<file path="src/rtl/mult_iter_pkg.sv">
// mult_iter_pkg: shared types and elaboration helpers for the iterative
// multiplier.
//   state_e   - controller states (IDLE, CALC, FIX)
//   clog2     - ceiling log2, never less than 1, sizes the step counter
//   num_steps - number of CALC cycles for a WIDTH/DIGIT configuration
package mult_iter_pkg;

  typedef enum logic [1:0] {
    IDLE = 2'd0,
    CALC = 2'd1,
    FIX  = 2'd2
  } state_e;

  function automatic int unsigned clog2(input int unsigned v);
    int unsigned r;
    r = 0;
    for (int unsigned i = 0; i < 32; i++) begin
      if ((64'd1 << i) < 64'(v)) r = i + 1;
    end
    return (r == 0) ? 1 : r;
  endfunction

  function automatic int unsigned num_steps(input int unsigned w,
                                            input int unsigned d);
    return w / d;
  endfunction

endpackage

</file>
<file path="src/rtl/mult_pp_digit.sv">
// mult_pp_digit: combinational WIDTH x DIGIT partial product.
//   mag_a_i [WIDTH]       multiplicand magnitude
//   digit_i [DIGIT]       low DIGIT bits of the remaining multiplier
//   pp_o    [WIDTH+DIGIT] mag_a_i * digit_i
module mult_pp_digit
  import mult_iter_pkg::*;
#(
  parameter int WIDTH = 32,
  parameter int DIGIT = 1
) (
  input  logic [WIDTH-1:0]       mag_a_i,
  input  logic [DIGIT-1:0]       digit_i,
  output logic [WIDTH+DIGIT-1:0] pp_o
);

  always_comb begin
    pp_o = '0;
    for (int unsigned i = 0; i < DIGIT; i++) begin
      if (digit_i[i]) pp_o = pp_o + ({{DIGIT{1'b0}}, mag_a_i} << i);
    end
  end

endmodule

</file>
<file path="src/rtl/mult_iter.sv">
// mult_iter: multi-cycle integer multiplier, DIGIT multiplier bits per cycle.
//   clk       clock, rising edge
//   rst       synchronous reset, active-low
//   start     request, sampled only in IDLE
//   is_signed 1 = two's-complement operands, sampled with start
//   a, b      multiplicand / multiplier [WIDTH], sampled with start
//   abort     cancel in-flight operation (CALC or FIX)
//   busy      high while CALC is running
//   done      one-cycle pulse, result valid
//   result    product [2*WIDTH], held until the next completed operation
module mult_iter
  import mult_iter_pkg::*;
#(
  parameter int WIDTH = 32,
  parameter int DIGIT = 1
) (
  input  logic               clk,
  input  logic               rst,
  input  logic               start,
  input  logic               is_signed,
  input  logic [WIDTH-1:0]   a,
  input  logic [WIDTH-1:0]   b,
  input  logic               abort,
  output logic               busy,
  output logic               done,
  output logic [2*WIDTH-1:0] result
);

  localparam int unsigned N      = num_steps(WIDTH, DIGIT);
  localparam int unsigned STEP_W = clog2(N);
  localparam int unsigned ACC_W  = 2 * WIDTH;

  if ((WIDTH % DIGIT) != 0) begin : g_digit_check
    $fatal(1, "mult_iter: WIDTH must be a multiple of DIGIT");
  end

  state_e             state_q;
  logic [WIDTH-1:0]   mag_a_q, mag_b_q;
  logic               neg_q;
  logic [ACC_W-1:0]   acc_q;
  logic [STEP_W-1:0]  step_q;
  logic               busy_q, done_q;
  logic [ACC_W-1:0]   result_q;

  logic [WIDTH-1:0]       mag_a_d, mag_b_d;
  logic [WIDTH+DIGIT-1:0] pp;
  logic [ACC_W-1:0]       pp_shifted;

  // Magnitudes fit in WIDTH bits unsigned, so -2^(WIDTH-1) maps to itself.
  always_comb begin
    mag_a_d = (is_signed && a[WIDTH-1]) ? (~a + WIDTH'(1)) : a;
    mag_b_d = (is_signed && b[WIDTH-1]) ? (~b + WIDTH'(1)) : b;
  end

  mult_pp_digit #(
    .WIDTH(WIDTH),
    .DIGIT(DIGIT)
  ) u_pp (
    .mag_a_i(mag_a_q),
    .digit_i(mag_b_q[DIGIT-1:0]),
    .pp_o   (pp)
  );

  assign pp_shifted = ACC_W'(pp) << (32'(step_q) * 32'(DIGIT));

  always_ff @(posedge clk) begin
    if (!rst) begin
      state_q  <= IDLE;
      mag_a_q  <= '0;
      mag_b_q  <= '0;
      neg_q    <= 1'b0;
      acc_q    <= '0;
      step_q   <= '0;
      busy_q   <= 1'b0;
      done_q   <= 1'b0;
      result_q <= '0;
    end else begin
      done_q <= 1'b0;
      case (state_q)
        IDLE: begin
          if (start && !abort) begin
            state_q <= CALC;
            busy_q  <= 1'b1;
            mag_a_q <= mag_a_d;
            mag_b_q <= mag_b_d;
            neg_q   <= is_signed & (a[WIDTH-1] ^ b[WIDTH-1]);
            acc_q   <= '0;
            step_q  <= '0;
          end
        end
        CALC: begin
          if (abort) begin
            state_q <= IDLE;
            busy_q  <= 1'b0;
          end else begin
            acc_q   <= acc_q + pp_shifted;
            mag_b_q <= mag_b_q >> DIGIT;
            step_q  <= step_q + STEP_W'(1);
            // busy covers only the CALC cycles; it is already low in FIX.
            if (step_q == STEP_W'(N - 1)) begin
              state_q <= FIX;
              busy_q  <= 1'b0;
            end
          end
        end
        FIX: begin
          state_q <= IDLE;
          if (!abort) begin
            result_q <= neg_q ? (~acc_q + ACC_W'(1)) : acc_q;
            done_q   <= 1'b1;
          end
        end
        default: begin
          state_q <= IDLE;
          busy_q  <= 1'b0;
        end
      endcase
    end
  end

  assign busy   = busy_q;
  assign done   = done_q;
  assign result = result_q;

endmodule
</file>
<file path="config.mk">
export PLATFORM = sky130hd
export DESIGN_NAME = mult_iter
export DESIGN_NICKNAME = d
export VERILOG_FILES = /design/src/rtl/mult_iter_pkg.sv /design/src/rtl/mult_pp_digit.sv /design/src/rtl/mult_iter.sv
export SDC_FILE = /design/constraint.sdc
export NUM_CORES = 1
export LEC_CHECK = 0
export ABC_AREA = 1
export BUFFER_PORTS_ARGS = -buffer_cell sky130_fd_sc_hd__buf_2
export CAP_MARGIN = 20
export CORE_MARGIN = 2
export CORE_UTILIZATION = 26
export CTS_BUF_LIST = sky130_fd_sc_hd__clkbuf_4 sky130_fd_sc_hd__clkbuf_8
export CTS_CLUSTER_SIZE = 14
export DETAILED_ROUTE_END_ITERATION = 16
export GPL_ROUTABILITY_DRIVEN = 0
export PLACE_DENSITY = 0.39
export SLEW_MARGIN = 40
export SYNTH_ARGS = -nofsm -noshare
export SYNTH_HDL_FRONTEND = slang
export SYNTH_SLANG_ARGS = --single-unit
</file>
<file path="constraint.sdc">
create_clock -name clk -period 6.4 [get_ports clk]
set_input_delay 0.32 -clock clk [delete_from_list [all_inputs] [get_ports clk]]
set_output_delay 0.32 -clock clk [all_outputs]
set_load 0.005 [all_outputs]
</file>
==> impl_metrics.csv <==
group,metric,value,unit
detailed_routing,drc,0,
floorplanning,initial_core_util,26.26,%
run,maxCapViolCount,0,
pwr,p_per_area,158.1,mW/mm2
finish,nFillCells,8417,
floorplanning,die_y,272.5,um
detailed_routing,detail_route.wl_per_cell,18.13,um
worst_setup_path,critPathMaxFanout,34,
yosys,synthAdderAreaFrac,5.181,%
worst_setup_path,endpoint,"acc_q[39]$_SDFFE_PN0P_",
sta,setup_tns,0,ns
pwr,max-vdd-ir-drop,0.1055,mV
yosys,synth-xor-area-share,2.945,%
detailed_routing,drt_iter0_markers,1336,
cts,tritoncts,"yes",
yosys,synth_top_cell_by_area,"nand2_1",
worst_setup_path,endpoint_kind,"flip-flop",
pwr,seq_power_share,39.3,%
finish,diodes,0,
pwr,switching_share,31.73,%
worst_setup_path,r2r_start,"mag_b_q[0]$_SDFFE_PN0P_",
worst_setup_path,critical_path.startpoint_type,"flip-flop",
sta,final_max_slew_viol_count,0,
sta,setup_viol,0,
pwr,p_leak,0.01110,uW
sta,tightest_slew,0.8831,ns
sta,post-route-min-period,4.492,ns
global_routing,antenna_found_initial,2,
cts,numCtsBuffers,41,
placed_design,portBuffers,134,
global_routing,track_usage,21.30,%
pwr,p_comb_share,16.8,%
finish,nets,3575,
worst_setup_path,cp.arrival,5.04,ns
detailed_routing,ant_nets,0,
pwr,clockPowerShare,43.8,%
status,status,"complete, no violations",
yosys,synth_area,0.01874,mm2
finish,design_area,0.02129,mm2
detailed_routing,firstDrtPassIters,5,
placed_design,place_hpwl,64.45,mm
sta,grt_setup_unrepaired,"false",
yosys,syn_avg_cell_area,5.606,um2
yosys,synth-simple-area-share,39.22,%
cts,insertion_delay,0.63,ns
worst_hold_path,hold_path.class,"input pin to flip-flop",
floorplanning,chipWidth,272.5,um
yosys,seq_area_frac_synth,21.58,%
global_routing,globalRoute.totalOverflow,0,
sta,relSlewSlack,40.50,%
worst_setup_path,startpoint,"mag_b_q[0]$_SDFFE_PN0P_",
finish,syn_to_final_growth,13.59,%
detailed_routing,totalWireLength,79.90,mm
cts,clockBufferDepth,3,
global_routing,grt_pass1_vias,19960,
sta,fin_crit_sh,70.19,%
yosys,ys_types,54,
detailed_routing,via_per_inst,4.709,
yosys,ys_seq_elements,202,
yosys,netlist.area_leader.share,22.27,%
cts,htreeDepth,2,
worst_setup_path,critPathKind,"flip-flop to flip-flop",
sta,fmax,222.6,MHz
yosys,yosys-top-cells-area,"nand2_1 (22%), dfxtp_1 (22%), inv_1 (9.8%), o21ai_0 (6.4%), a21oi_1 (6.2%)",
yosys,yosys_warnings,0,
worst_setup_path,timing.rr.end,"acc_q[39]$_SDFFE_PN0P_",
yosys,yosys-mux-area-fraction,0.6944,%
global_routing,grt_pass1_wl,121.8,mm
floorplanning,dieArea,0.07424,mm2
yosys,synth_ff_type,"dfxtp_1",
detailed_routing,vias,20760,
floorplanning,core.rowCount,98,
floorplanning,io_pins,135,
global_routing,grt_max_degree,103,
yosys,synth_nets,3489,
worst_setup_path,r2r_cells,19,
cts,clkSlewWorstSetupHoldPaths,0.06,ns
finish,drive_gt1_share,8.791,%
placed_design,place_area,0.02028,mm2
yosys,synth_top_family_by_area,"simple AND/OR/NAND/NOR gates",
yosys,synth-async-reset-ratio,0,%
cts,post_cts_buffers,0,
pwr,internal-power,2298,uW
pwr,switchingPower,1068,uW
cts,clock-sinks,202,
cts,root_buffer,"clkbuf_8",
yosys,synth_compound_area_share,17.54,%
floorplanning,coreArea,0.07136,mm2
worst_setup_path,required,6.94,ns
yosys,syn_inst,3343,
sta,finalHoldViolCount,0,
sta,skew,0.04745,ns
worst_setup_path,r2r_slack,1.91,ns
yosys,synth_edf_count,0,
## power by group through the flow
stage	sequential [uW]	combinational (uW)	clock [uW]
2_1_floorplan	1340	372	0
3_3_place_gp	1350	562	0
3_5_place_dp	1350	560	0
4_1_cts	1320	567	1540
5_1_grt	1330	637	1600
6_report	1320	567	1480
## worst min path at each step
stage | depth (start not counted) | from | end
final | 3 | a[4] | mag_a_q[4]$_SDFFE_PN0P_
after global routing | 3 | a[4] | mag_a_q[4]$_SDFFE_PN0P_
after CTS | 3 | a[4] | mag_a_q[4]$_SDFFE_PN0P_
after detailed placement | 2 | mag_a_q[14]$_SDFFE_PN0P_ | mag_a_q[14]$_SDFFE_PN0P_
after global placement | 2 | mag_a_q[14]$_SDFFE_PN0P_ | mag_a_q[14]$_SDFFE_PN0P_
after floorplan | 2 | mag_a_q[30]$_SDFFE_PN0P_ | mag_a_q[30]$_SDFFE_PN0P_
## flip-flops by register name, indices dropped and copies added, names as in the netlist
name     cells
busy         1
result      64
done         1
mag_b_q     32
step_q       5
neg_q        1
acc_q       64
mag_a_q     32
state_q      2
## critical path, stage by stage (launching register included)
cell	delay [ns]
dfxtp_1	0.50
buf_4	0.37
nand2_1	0.13
inv_1	0.07
nand2_1	0.04
o21ai_0	0.13
o21ai_0	0.23
o21ai_0	0.26
o21ai_0	0.16
o21ai_0	0.62
ha_1	0.42
nand2_1	0.16
nor2_1	0.10
a21oi_1	0.32
nand3_1	0.33
nand3_1	0.20
nand2_1	0.06
nand2_1	0.05
nand3_1	0.11
a21oi_1	0.15
## area by class of cell
class	count	area, um2	area share [%]
Inverter	499	1874	8.806
Multi-Input combinational cell	2520	12330	57.94
Sequential cell	202	4046	19.01
Timing Repair Buffer	165	974.7	4.579
Tap cell	950	1189	5.584
Clock buffer	64	799.5	3.756
Clock inverter	8	70.07	0.3292
## Yosys cell counts, drive strengths merged (2+ instances only)
master  number
a211oi       6
nor3b        3
nor4         7
o221ai       7
nor2       306
nor3        46
o31ai       14
dfxtp      202
and2         2
nand3      220
o21bai      13
ha          76
o211ai      13
nand3b       8
a22oi        2
nand4       37
xnor2        8
o21ai      273
nand2     1118
buf         59
inv        498
o21a        20
mux2i       13
a32o         2
a21oi      231
or2         17
a31oi       13
clkbuf      63
xor2        55
a21o         2
a22o         3
and3         2
## cells by family after synthesis
group           count (synthesis)
compound gates                601
xor+xnor                       63
mux                            13
fa+ha+maj                      77
flops                         202
buf+inv                       621
simple gates                 1766
## through the flow
| step | power, uW | hold slack (ns) | util, % | instances | setup slack (ns) |
|---|---|---|---|---|---|
| 2_1_floorplan | 1713 | 0.4257 | - | 3343 | 3.547 |
| 3_3_place_gp | 1912 | 0.4448 | 28.36 | 4324 | 1.656 |
| 3_5_place_dp | 1911 | 0.4444 | 28.42 | 4325 | 1.943 |
| 4_1_cts | 3433 | 0.003556 | 29.78 | 4407 | 1.954 |
| 5_1_grt | 3562 | 0.04045 | 29.83 | 4408 | 1.471 |
| 6_report | 3366 | 0.04951 | 29.83 | 4408 | 1.908 |
## layout by cell type, fill, tap and decap left out, types with 11 or more instances in the layout
| master | netlist | routed |
|---|---|---|
| ha_1 | 76 | 76 |
| o211ai_1 | 13 | 13 |
| o21a_1 | 20 | 20 |
| clkbuf_4 | 0 | 13 |
| o21ai_0 | 238 | 238 |
| o31ai_1 | 14 | 14 |
| a21oi_1 | 231 | 231 |
| inv_1 | 487 | 485 |
| a31oi_1 | 13 | 13 |
| inv_2 | 11 | 11 |
| buf_2 | 36 | 133 |
| o21bai_1 | 13 | 13 |
| xor2_1 | 55 | 55 |
| mux2i_1 | 13 | 13 |
| buf_4 | 8 | 17 |
| nor3_1 | 41 | 38 |
| nand3_1 | 214 | 214 |
| nor2_1 | 290 | 287 |
| nand2_1 | 1112 | 1112 |
| clkbuf_8 | 0 | 51 |
| dfxtp_1 | 202 | 200 |
| or2_2 | 13 | 13 |
| nand4_1 | 35 | 35 |
| o21ai_1 | 30 | 30 |
## timing repair
action                    4_1_cts  5_1_grt
resized for setup               0        0
hold endpoints to repair       11        0
hold buffers                   10        0
## per-layer routing
layer	part of all wire (%)	track usage [%]
met3	4.2	2.874
met5	0.016	0
met2	46	36.19
met1	47	28.30
met4	2.4	5.292
Note: power is estimated with default switching activity, not from simulation.
